**src/rtl/tt_tern_pkg.sv**
```systemverilog
// Shared ternary-weight definitions used by the weight loader and the multiplier.
//  - 2-bit ternary code points (00=0, 01=+1, 11=-1, 10=illegal)
//  - loader FSM state encoding
//  - byte-count helper for a full InLen x OutLen weight matrix
package tt_tern_pkg;

    localparam logic [1:0] TERN_ZERO = 2'b00;
    localparam logic [1:0] TERN_POS  = 2'b01;
    localparam logic [1:0] TERN_NEG  = 2'b11;
    localparam logic [1:0] TERN_ILL  = 2'b10;

    typedef enum logic [1:0] {
        LD_IDLE = 2'b00,
        LD_LOAD = 2'b01,
        LD_PEND = 2'b10
    } ld_state_e;

    // Bytes needed to carry InLen*OutLen 2-bit codes.
    function automatic int tern_nbytes(input int in_len, input int out_len);
        return (2 * in_len * out_len) / 8;
    endfunction

    // True when a code is the reserved illegal pattern.
    function automatic logic tern_is_ill(input logic [1:0] code);
        return (code == TERN_ILL);
    endfunction

endpackage

```
**src/rtl/tt_tern_canon.sv**
```systemverilog
// Combinational canonicaliser for one byte of four packed ternary codes.
// Ports:
//  codes_raw   in  8  four 2-bit codes, lane 0 in bits [1:0]
//  codes_canon out 8  same codes with every illegal 10 replaced by 00
//  has_ill     out 1  at least one lane held the illegal code
module tt_tern_canon
    import tt_tern_pkg::*;
(
    input  logic [7:0] codes_raw,
    output logic [7:0] codes_canon,
    output logic       has_ill
);

    // Per-lane illegal detection and replacement by zero weight.
    always_comb begin
        codes_canon = 8'h00;
        has_ill     = 1'b0;
        for (int i = 0; i < 4; i++) begin
            if (tern_is_ill(codes_raw[2*i +: 2])) begin
                codes_canon[2*i +: 2] = TERN_ZERO;
                has_ill               = 1'b1;
            end else begin
                codes_canon[2*i +: 2] = codes_raw[2*i +: 2];
            end
        end
    end

endmodule

```
**src/rtl/tt_weight_loader.sv**
```systemverilog
// Writer side of the ternary weight bus. Bytes of packed 2-bit codes fill a
// shadow register; the shadow is copied to the active W vector only while the
// multiplier reports idle, so W never moves under an active multiply.
// Ports:
//  clk, rst     clock and synchronous active-high reset
//  load_start   begin or restart a full load (always wins over a same-cycle byte)
//  byte_in      four codes, bits [1:0] = lowest code index
//  byte_valid   byte_in valid
//  byte_ready   loader accepts bytes (state LOAD)
//  mult_idle    commit permitted
//  W            active weights, code k at W[2*k +: 2]
//  w_valid      at least one commit since reset
//  load_done    one-cycle pulse on the commit edge
//  busy         FSM not idle
//  ill_code     sticky: an accepted byte carried an illegal code this load
module tt_weight_loader
    import tt_tern_pkg::*;
#(
    parameter int InLen  = 16,
    parameter int OutLen = 8
) (
    input  logic                      clk,
    input  logic                      rst,
    input  logic                      load_start,
    input  logic [7:0]                byte_in,
    input  logic                      byte_valid,
    output logic                      byte_ready,
    input  logic                      mult_idle,
    output logic [2*InLen*OutLen-1:0] W,
    output logic                      w_valid,
    output logic                      load_done,
    output logic                      busy,
    output logic                      ill_code
);

    localparam int              NBytes  = tern_nbytes(InLen, OutLen);
    localparam int              WBits   = 2 * InLen * OutLen;
    localparam int              CntW    = $clog2(NBytes);
    localparam logic [CntW-1:0] CntLast = CntW'(NBytes - 1);

    ld_state_e        state_r;
    ld_state_e        state_nxt_s;
    logic [CntW-1:0]  cnt_r;
    logic [WBits-1:0] shadow_r;
    logic [7:0]       canon_byte_s;
    logic             canon_ill_s;
    logic             accept_s;

    tt_tern_canon u_canon (
        .codes_raw   (byte_in),
        .codes_canon (canon_byte_s),
        .has_ill     (canon_ill_s)
    );

    assign byte_ready = (state_r == LD_LOAD);
    assign busy       = (state_r != LD_IDLE);
    // A restart in the same cycle discards the offered byte.
    assign accept_s   = byte_valid & byte_ready & ~load_start;

    // Next-state logic of the IDLE/LOAD/PEND loader FSM.
    always_comb begin
        state_nxt_s = state_r;
        case (state_r)
            LD_IDLE: begin
                if (load_start) begin
                    state_nxt_s = LD_LOAD;
                end else begin
                    state_nxt_s = LD_IDLE;
                end
            end
            LD_LOAD: begin
                if (load_start) begin
                    state_nxt_s = LD_LOAD;
                end else if (accept_s && (cnt_r == CntLast)) begin
                    state_nxt_s = LD_PEND;
                end else begin
                    state_nxt_s = LD_LOAD;
                end
            end
            LD_PEND: begin
                if (load_start) begin
                    state_nxt_s = LD_LOAD;
                end else if (mult_idle) begin
                    state_nxt_s = LD_IDLE;
                end else begin
                    state_nxt_s = LD_PEND;
                end
            end
            default: state_nxt_s = LD_IDLE;
        endcase
    end

    // FSM state register.
    always_ff @(posedge clk) begin
        if (rst) begin
            state_r <= LD_IDLE;
        end else begin
            state_r <= state_nxt_s;
        end
    end

    // Byte counter, shadow fill, commit to W and status flags.
    always_ff @(posedge clk) begin
        if (rst) begin
            cnt_r     <= '0;
            shadow_r  <= '0;
            W         <= '0;
            w_valid   <= 1'b0;
            load_done <= 1'b0;
            ill_code  <= 1'b0;
        end else begin
            load_done <= 1'b0;
            case (state_r)
                LD_IDLE: begin
                    if (load_start) begin
                        cnt_r    <= '0;
                        ill_code <= 1'b0;
                    end
                end
                LD_LOAD: begin
                    if (load_start) begin
                        cnt_r    <= '0;
                        ill_code <= 1'b0;
                    end else if (accept_s) begin
                        shadow_r[8*cnt_r +: 8] <= canon_byte_s;
                        // Counter width is exact, so the last byte wraps it to 0.
                        cnt_r <= cnt_r + CntW'(1);
                        if (canon_ill_s) begin
                            ill_code <= 1'b1;
                        end
                    end
                end
                LD_PEND: begin
                    if (load_start) begin
                        // Pending commit abandoned; W keeps its old value.
                        cnt_r    <= '0;
                        ill_code <= 1'b0;
                    end else if (mult_idle) begin
                        W         <= shadow_r;
                        w_valid   <= 1'b1;
                        load_done <= 1'b1;
                    end
                end
                default: begin
                    cnt_r <= '0;
                end
            endcase
        end
    end

endmodule

```
**config.mk**
```make
export PLATFORM = sky130hd
export DESIGN_NAME = tt_weight_loader
export DESIGN_NICKNAME = d
export VERILOG_FILES = /design/src/rtl/tt_tern_pkg.sv /design/src/rtl/tt_tern_canon.sv /design/src/rtl/tt_weight_loader.sv
export SDC_FILE = /design/constraint.sdc
export NUM_CORES = 1
export LEC_CHECK = 0
export ABC_AREA = 1
export CORE_MARGIN = 8
export CORE_UTILIZATION = 59
export DETAILED_ROUTE_END_ITERATION = 8
export PLACE_DENSITY = 0.85
export SLEW_MARGIN = 20
export SYNTH_ARGS = -nofsm -noshare
export SYNTH_HDL_FRONTEND = slang
export SYNTH_SLANG_ARGS = --single-unit
```
**constraint.sdc**
```tcl
create_clock -name clk -period 6.7 [get_ports clk]
set_input_delay 1.005 -clock clk [delete_from_list [all_inputs] [get_ports clk]]
set_output_delay 1.005 -clock clk [all_outputs]
set_load 0.01 [all_outputs]
```
# [After elaboration in Yosys (flattened, before gate mapping)]
# Cells that the tools add are included.
[classes] bitwise=4 mux=25 eq_ne=10 addsub=2 reduce_logical=10 multipliers=0 n_lt_le_gt_ge=0 div_mod_pow=0 shifts=2
[ops] cell="$bwmux 256" count=1
[ops] cell="$shift 8x34->256 const A" count=1
[ops] cell="$shiftx 8x34->256" count=1
[ops] cell="$neg 8->34" count=1
[ops] cell="$mux 2" count=8
[ops] cell="$mux 5" count=3
[ops] cell="$eq 2x2->1 const B" count=5
[ops] cell="$mux 1" count=10
[ops] cell="$pmux 5 s2" count=1
[ops] cell="$ne 3x2->1 const B" count=2
[ops] cell="$pmux 2 s3" count=1
[ops] cell="$reduce_and 3->1" count=2
[ops] cell="$add 5x1->5 const B" count=1
[ops] cell="$eq 5x5->1 const B" count=1
[ops] cell="$reduce_and 4->1" count=1
[ops] cell="$reduce_bool 2->1" count=2
[ops] cell="$reduce_or 3->1" count=1
[ops] cell="$and 1x1->1" count=2
[ops] cell="$eq 2x1->1 const B" count=1
[ops] cell="$logic_not 2->1" count=1
[ops] cell="$ne 2x1->1 const B" count=1
[ops] cell="$not 1->1" count=2
[ops] cell="$pmux 1 s2" count=1
[ops] cell="$reduce_and 2->1" count=1
[ops] cell="2 further kinds" count=2
[totals] mem_count=0 latchBits=0 romBits=0 out_inout_bits=261 elab_cells=60 mem_bits_rw=0 register_bits=522

# [Logic depth before layout (Yosys ltp)]
# Gate-level depths: netlist (run 1).
[depth] depth_word=9 ltp_mapped=16

# [By module]
# From an unflattened synthesis (run 1), not the netlist that was laid out.
[hier_totals] hier_cells=2781 hier_area_um2=20204.4
[by_module_without_submodules] module="tt_weight_loader" n_inst=1 seq_area_each_um2=10450.0 cells_per_inst=2756 area_each_um2=20110.5
[by_module_without_submodules] module="tt_tern_canon" n_inst=1 seq_area_each_um2=0.0 cells_per_inst=25 area_each_um2=93.8

# [Worst setup path before layout (run 1)]
# Ideal clock, no wire load.
[synth_path] kind="register -> register" start="register cnt_r[0]" end="register shadow_r[159]" synth_period_minus_slack_ns=2.372 slack_ns=4.328 required_ns=6.587 path_stages_with_launch=16 arrival_time_ns=2.259 path_cell_list="dfxtp_1 inv_2 ha_1 nand2_2 nor2_1 ha_1 clkbuf_1 inv_1 nand2_2 inv_2 buf_6 nand2_2 buf_2 nand2_1 nand2_1 nor2_1"
[synth_via] elab_chain_cells=3 word_cells_on_any_way=4 classes_between="add/sub (1); shift (2); mux (1)"
[synth_rtl] item="from (decl)" line_no="tt_weight_loader.sv:43" rtl="logic [CntW-1:0] cnt_r;"
[synth_rtl] item="from (signal assigned)" line_no="tt_weight_loader.sv:127" rtl="cnt_r <= cnt_r + CntW'(1);"
[synth_rtl] item="$neg 8->34 (*)" line_no="tt_weight_loader.sv:125" rtl="shadow_r[8*cnt_r +: 8] <= canon_byte_s;"
[synth_rtl] item="$shiftx 8x34->256 or $shift 8x34->256 (tied branches)" line_no="tt_weight_loader.sv:125"
[synth_rtl] item="$bwmux 256 (*)" line_no="tt_weight_loader.sv:125"
[synth_rtl] item="to (signal, indexed assignment)" line_no="tt_weight_loader.sv:125"
[synth_rtl] item="to (decl)" line_no="tt_weight_loader.sv:44" rtl="logic [WBits-1:0] shadow_r;"
# Mark *: on every way between the ends. The rest lies on a longest branch, timed or not.
# A chain may end at the register's enable or synchronous reset.

# [Final worst setup path (run 1)]
[layout_path] start="register cnt_r[0]" end="register shadow_r[206]"
# Same word-level chain as after synthesis.

==> results of run 1 <==
[registers in the layout, summed over array words and instances, names as in the netlist]
| signal | cells |
|---|---|
| state_r | 2 |
| W | 256 |
| shadow_r | 256 |
| load_done | 1 |
| cnt_r | 5 |
| w_valid | 1 |
| ill_code | 1 |
[report_power, final]
part | leakage, nW | switching [W] | internal [W]
Sequential | 4.20 | 0.00000378 | 0.00310
Clock | 0.798 | 0.00117 | 0.00166
Combinational | 5.62 | 0.000198 | 0.0000415
[routing by layer]
| metal | vias to the layer above | GRT usage (%) | part of all wire (%) |
|---|---|---|---|
| li1 | 8986 | - | - |
| met1 | 8718 | 35.1 | 40 |
| met2 | 878 | 45.6 | 46 |
| met3 | 200 | 6.52 | 8.7 |
| met4 | 2 | 13.6 | 4.7 |
| met5 | - | 0 | 0.013 |
[final cells by class]
class | count | area [um^2] | area share (%)
Antenna cell | 2 | 5.00 | 0.0205
Inverter | 193 | 734 | 3.01
Multi-Input combinational cell | 1842 | 8220 | 33.7
Tap cell | 448 | 561 | 2.30
Timing Repair Buffer | 280 | 2830 | 11.6
Clock inverter | 15 | 204 | 0.835
Sequential cell | 522 | 10500 | 42.8
Clock buffer | 72 | 1420 | 5.80
[worst max-delay path, delay by kind of cell (launching register included)]
kind / cells / cell delay [ns]
buffers and inverters: 3 / 0.84
AND/OR/NAND/NOR: 6 / 1.28
adder cells (fa/ha/maj): 2 / 0.82
flip-flops: 1 / 0.79
AO/OA/AOI/OAI: 1 / 0.12
[stage by stage]
stage | std cells | hold slack [ns]
after floorplan | 2718 | 0.430
after global placement | 3284 | 0.441
after detailed placement | 3284 | 0.444
after CTS | 3371 | 0.457
after global routing | 3374 | 0.480
final | 3374 | 0.457
[worst max path at each step]
stage | cells after the start | from | slack, ns | end
CTS | 12 | cnt_r[0] | 2.86 | shadow_r[206]
floorplan | 15 | cnt_r[0] | 4.33 | shadow_r[159]
detailed placement | 12 | cnt_r[0] | 2.91 | shadow_r[200]
finish | 12 | cnt_r[0] | 2.75 | shadow_r[206]
global placement | 13 | cnt_r[0] | 3.13 | shadow_r[211]
global route | 12 | cnt_r[0] | 2.52 | shadow_r[206]
[cells by family after synthesis]
group | after synthesis | share of synthesized area [%]
simple gates | 1307 | 27.3
compound gates | 530 | 13.3
flops | 522 | 52.0
buf+inv | 354 | 7.04
fa+ha+maj | 4 | 0.249
xor+xnor | 1 | 0.0436
[layout by cell type (no fill, tap or decap), types with 3 or more instances in the layout]
| cell | n |
|---|---|
| inv_2 | 17 |
| a21oi_1 | 223 |
| clkinv_2 | 9 |
| clkbuf_16 | 53 |
| nor2_4 | 16 |
| clkdlybuf4s50_1 | 272 |
| nand2_2 | 21 |
| nand4_1 | 19 |
| nand2_4 | 3 |
| nand3_1 | 105 |
| o21ai_0 | 297 |
| nor4_1 | 8 |
| nand2_1 | 401 |
| nor2_2 | 15 |
| nor3_1 | 23 |
| o21ai_1 | 4 |
| dfxtp_1 | 522 |
| inv_1 | 174 |
| nand3_2 | 6 |
| buf_4 | 5 |
| ha_1 | 4 |
| nand3_4 | 3 |
| nor2_1 | 683 |
| bufinv_16 | 5 |
| clkbuf_1 | 17 |
==> out/metrics.csv, run 1 <==
metric,value,unit
# rows,67,
Initial Util,59.9,%
worst hold path type,reg2reg,
I/O pin cnt,274,
FF-to-FF End,shadow_r[206],
nets,2906,
grt ovf,0,
initial DRC count,1846,
Worst EP arrival,4.44,ns
DIE AREA,40200,um^2
Port-buffer cells,273,
Max rail drop VDD,0.000195,V
Remaining DRCs,0,
Layout area overhead,21.6,%
postcts setup bufs,0,
post-synth top area share,52.0,%
element type at the critical path end,flop,
worst hold endpoint,W[24],
CTS resizes,0,
WL final,60200,um
gr usage total,28.2,%
pwr dens,253,nW/um^2
critical path's largest stage delay,0.79,ns
Setup TNS,0,ns
layout cells sized above 1,5.64,%
CP required,7.20,ns
"Async S/R FF share, synth",0,%
Worst Setup Path Type,reg2reg,
Die Y-Extent,200,um
hold path depth,2,
pre-CTS setup slack,2.91,ns
Worst-Skew Late Latency,0.57,ns
R2R Path Start,cnt_r[0],
Routed Antenna Nets,0,
Die X,200,um
design area,24400,um^2
WL/cell,17.8,um
CORE AREA,33500,um^2
slew margin rel.,25.2,%
vias in the first global route,17600,
Final Critical Period,3.95,ns
routability congestion estimate,0.950,
synth top area cells,"dfxtp_1 (52%), nor2_1 (13%), nand2_1 (7.5%)",
YS warnings,0,
Post-Syn Area,20100,um^2
critical path cell sequence,"inv_2, ha_1, nand2_2, nor2_1, ha_1, inv_1, nand2_2, nor2_2, nand2_1, inv_2, o21ai_0, nor2_1",
Worst setup SP type,flop,
cts hold-fix bufs,0,
Max H-tree Level,2,
# setup viols final,0,
antenna violations before repair,3,
number of cells on the worst reg-to-reg path,12,
Vias/cell,5.57,
fmax,0.253,GHz
Finished Core Util,72.8,%
max-slew violations,0,
# fillers,2531,
Post-synth EDFFs,0,
sequential area share after synthesis,52.0,%
router iterations before antenna repair,6,
first-pass GRT wire length,94000,um
outcome,finished clean,
Slew @ Worst Pin,1.12,ns
syn_nets,2735,
largest area contributor in the netlist,dfxtp_1,
most common cell in the synthesized netlist,nor2_1,
Total Power,0.00618,W
Clock Tree Buf Depth,3,
"Reg clk slew, reported paths",0.06,ns
Yosys cell types,32,
CTS Buf Count,50,
Post-DP Area,22800,um^2
DP HPWL,40300,um
"Primary FF master, synth",dfxtp_1,
CP max stage cell,dfxtp_1,
largest net degree at the start of global routing,362,
"Avg Cell Area, Syn",7.39,um^2
Final Hold Fails,0,
worst setup margin,2.75,ns
Seq cells post-synth,522,
routed vias,18800,
fin crit share,58.9,%
CTS tree,done,
Worst Clk Skew,0.0148,ns
max cap viols,0,
Post-Syn Instances,2718,
Leakage,10.6,nW
Reg2Reg Setup Slack,2.75,ns
Synth top cells by count,"nor2_1 (683), dfxtp_1 (522), nand2_1 (401)",
clock sinks,522,
crit-path max FO,21,
RSZ-0062 raised after global routing,no,
Hold Path Origin,shadow_r[24],
Clock Tree Root,clkbuf_16,
Power figures use the tool's default switching activity.
==> inputs of run 2 (changes only) <==
--- a/config.mk
+++ b/config.mk
@@ -7,9 +7,9 @@
 export LEC_CHECK = 0
 export ABC_AREA = 1
 export CORE_MARGIN = 8
-export CORE_UTILIZATION = 59
+export CORE_UTILIZATION = 55
 export DETAILED_ROUTE_END_ITERATION = 8
-export PLACE_DENSITY = 0.85
+export PLACE_DENSITY = 0.8
 export SLEW_MARGIN = 20
 export SYNTH_ARGS = -nofsm -noshare
 export SYNTH_HDL_FRONTEND = slang
==> constraint.sdc (replaced) <==
create_clock -name clk -period 3.65 [get_ports clk]
set_input_delay 0.5475 -clock clk [delete_from_list [all_inputs] [get_ports clk]]
set_output_delay 0.5475 -clock clk [all_outputs]
set_load 0.01 [all_outputs]
==> run 2 against run 1 <==
Effect of this change: utilization is 4.5 points lower; worst hold slack lost 0.0028 ns; wire length is 1.7% higher; worst setup slack worse by 2.0 ns; sequential share of layout area shrank 0.63 points; die area is 6.7% higher; largest cell class unchanged; highest routed layer is now met4.
==> out/metrics.csv, run 2 (same netlist as run 1, synthesis figures left out) <==
metric,value,unit,change
outcome,finished clean,,
Routed Antenna Nets,0,,unchanged
nets,2922,,+0.55%
Final Hold Fails,0,,unchanged
max-slew violations,0,,unchanged
Port-buffer cells,273,,unchanged
Reg2Reg Setup Slack,0.78,ns,-1.98 ns
# fillers,2981,,+18%
cts hold-fix bufs,0,,unchanged
first-pass GRT wire length,95600,um,+1.7%
"most common cell after layout, fill and taps aside",nor2_1,,
FF-to-FF End,shadow_r[145],,
Vias/cell,5.42,,-2.6%
Final Critical Period,2.87,ns,-1.07 ns
Setup TNS,0,ns,unchanged
critical path's largest stage delay,0.72,ns,-0.07 ns
CTS tree,done,,
Worst EP arrival,3.37,ns,-1.07 ns
Leakage,10.8,nW,+1.8%
Worst Setup Path Type,reg2reg,,
CP required,4.14,ns,-3.06 ns
WL final,61200,um,+1.7%
Worst setup SP type,flop,,
fmax,0.348,GHz,+37%
RSZ-0062 raised after global routing,no,,
crit-path max FO,12,,-43%
worst hold path type,reg2reg,,
I/O pin cnt,274,,unchanged
Layout area overhead,23.4,%,
max cap viols,0,,unchanged
Slew @ Worst Pin,0.973,ns,-0.148 ns
CTS resizes,0,,unchanged
hold path depth,2,,unchanged
Reg area,10500,um^2,unchanged
Max H-tree Level,2,,unchanged
Clock Tree Root,clkbuf_16,,
routed vias,18500,,-1.4%
Worst Clk Skew,0.0231,ns,+0.00823 ns
CORE AREA,36300,um^2,+8.1%
element type at the critical path end,flop,,
CTS Buf Count,51,,+2.0%
initial DRC count,1732,,-6.2%
Finished Core Util,68.4,%,-4.5 points
Die X,207,um,+3.3%
Total Power,0.0118,W,+91%
most frequent cells in the layout,"nor2_1 (683), dfxtp_1 (522), nand2_1 (401), o21ai_0 (297), clkdlybuf4s50_1 (272)",,
worst hold endpoint,W[27],,
number of cells on the worst reg-to-reg path,10,,-2
pre-CTS setup slack,0.754,ns,-2.16 ns
routability congestion estimate,0.950,,about the same
DP HPWL,42900,um,+6.4%
Worst-Skew Late Latency,0.58,ns,about the same
# setup viols final,0,,unchanged
"Reg clk slew, reported paths",0.06,ns,about the same
gr usage total,27.0,%,-1.2 points
router iterations before antenna repair,8,,+2
CP max stage cell,nor2_1,,
top flop regs,"W (256), shadow_r (256), cnt_r (5)",,
critical path cell sequence,"inv_1, ha_1, nand2_1, inv_1, nand2_1, nor2_1, nand3_1, nand3_1, nand2_1, nor2_1",,
Remaining DRCs,0,,unchanged
worst setup margin,0.777,ns,-1.98 ns
R2R Path Start,cnt_r[1],,
antenna violations before repair,2,,-1
largest net degree at the start of global routing,244,,-33%
layout cells sized above 1,6.65,%,+1.0 points
Die Y-Extent,207,um,+3.3%
vias in the first global route,17700,,+0.18%
Max rail drop VDD,0.000406,V,+110%
WL/cell,17.9,um,+0.41%
Hold Path Origin,shadow_r[27],,
grt ovf,0,,unchanged
slew margin rel.,35.1,%,+9.9 points
Most Frequent Cell on Critical Path,nand2_1,,
clock sinks,522,,unchanged
DIE AREA,42900,um^2,+6.7%
Initial Util,55.4,%,-4.5 points
postcts setup bufs,0,,unchanged
area of the multi-input gates,8220,um^2,unchanged
Clock Tree Buf Depth,3,,unchanged
# rows,70,,+4.5%
fin crit share,78.7,%,+20 points
pwr dens,477,nW/um^2,+88%
## run 2: cell types whose count changed in the layout (fill, tap and decap cells not counted)
cell | before | now
clkinv_8 | 0 | 1
clkbuf_1 | 17 | 9
clkinv_4 | 0 | 1
clkbuf_16 | 53 | 52
buf_4 | 5 | 18
buf_12 | 2 | 5
clkinv_2 | 9 | 12
bufinv_16 | 5 | 9
clkbuf_8 | 2 | 9
buf_16 | 1 | 0
clkinvlp_4 | 0 | 1
## run 2: how the worst max path moves through the flow
stage               startpoint             to  slack, ns  cells after the start
finish                cnt_r[1]  shadow_r[145]       0.78                     10
global route          cnt_r[1]  shadow_r[205]       0.54                     12
CTS                   cnt_r[1]  shadow_r[205]       0.81                     12
detailed placement  byte_in[0]  shadow_r[145]       0.75                      9
global placement    byte_in[0]  shadow_r[209]       0.72                      9
floorplan             cnt_r[0]  shadow_r[159]       1.28                     15
## run 2: metrics by stage
step	instance area, um^2	hold WS, ns	instances
floorplan	20100	0.430	2718
global route	24800	0.472	3417
global placement	23000	0.437	3320
detailed placement	23000	0.442	3320
CTS	24800	0.452	3415
finish	24800	0.454	3417
## run 2: report_power, final
group | internal [W] | switching [W]
combinational | 0.0000914 | 0.000373
sequential | 0.00570 | 0.00000333
clock | 0.00344 | 0.00220
total | 0.00923 | 0.00258
## run 2: area by class of cell
class	instances	area share, %
multi-input combinational	1842	33.2
inverter	193	2.96
clock inverter	25	1.50
tap	468	2.36
clock buffer	70	5.89
sequential	522	42.2
timing repair buffer	295	11.9
antenna	2	0.0202
## run 2: worst max-delay path: cells and delay by family, from the launching register on
family	cells	cell delay, ns
adders and majority gates	1	0.54
buffers and inverters	2	0.40
DFF	1	0.35
and+or+nand+nor	7	1.48
## run 2: routing by layer
| layer | vias up | global-route usage (%) | wire length, um |
|---|---|---|---|
| met5 | - | 0 | 0 |
| met4 | 0 | 9.74 | 1870 |
| met3 | 128 | 5.80 | 4620 |
| met2 | 686 | 45.6 | 29200 |
| met1 | 8697 | 33.7 | 25600 |
| li1 | 9018 | - | - |
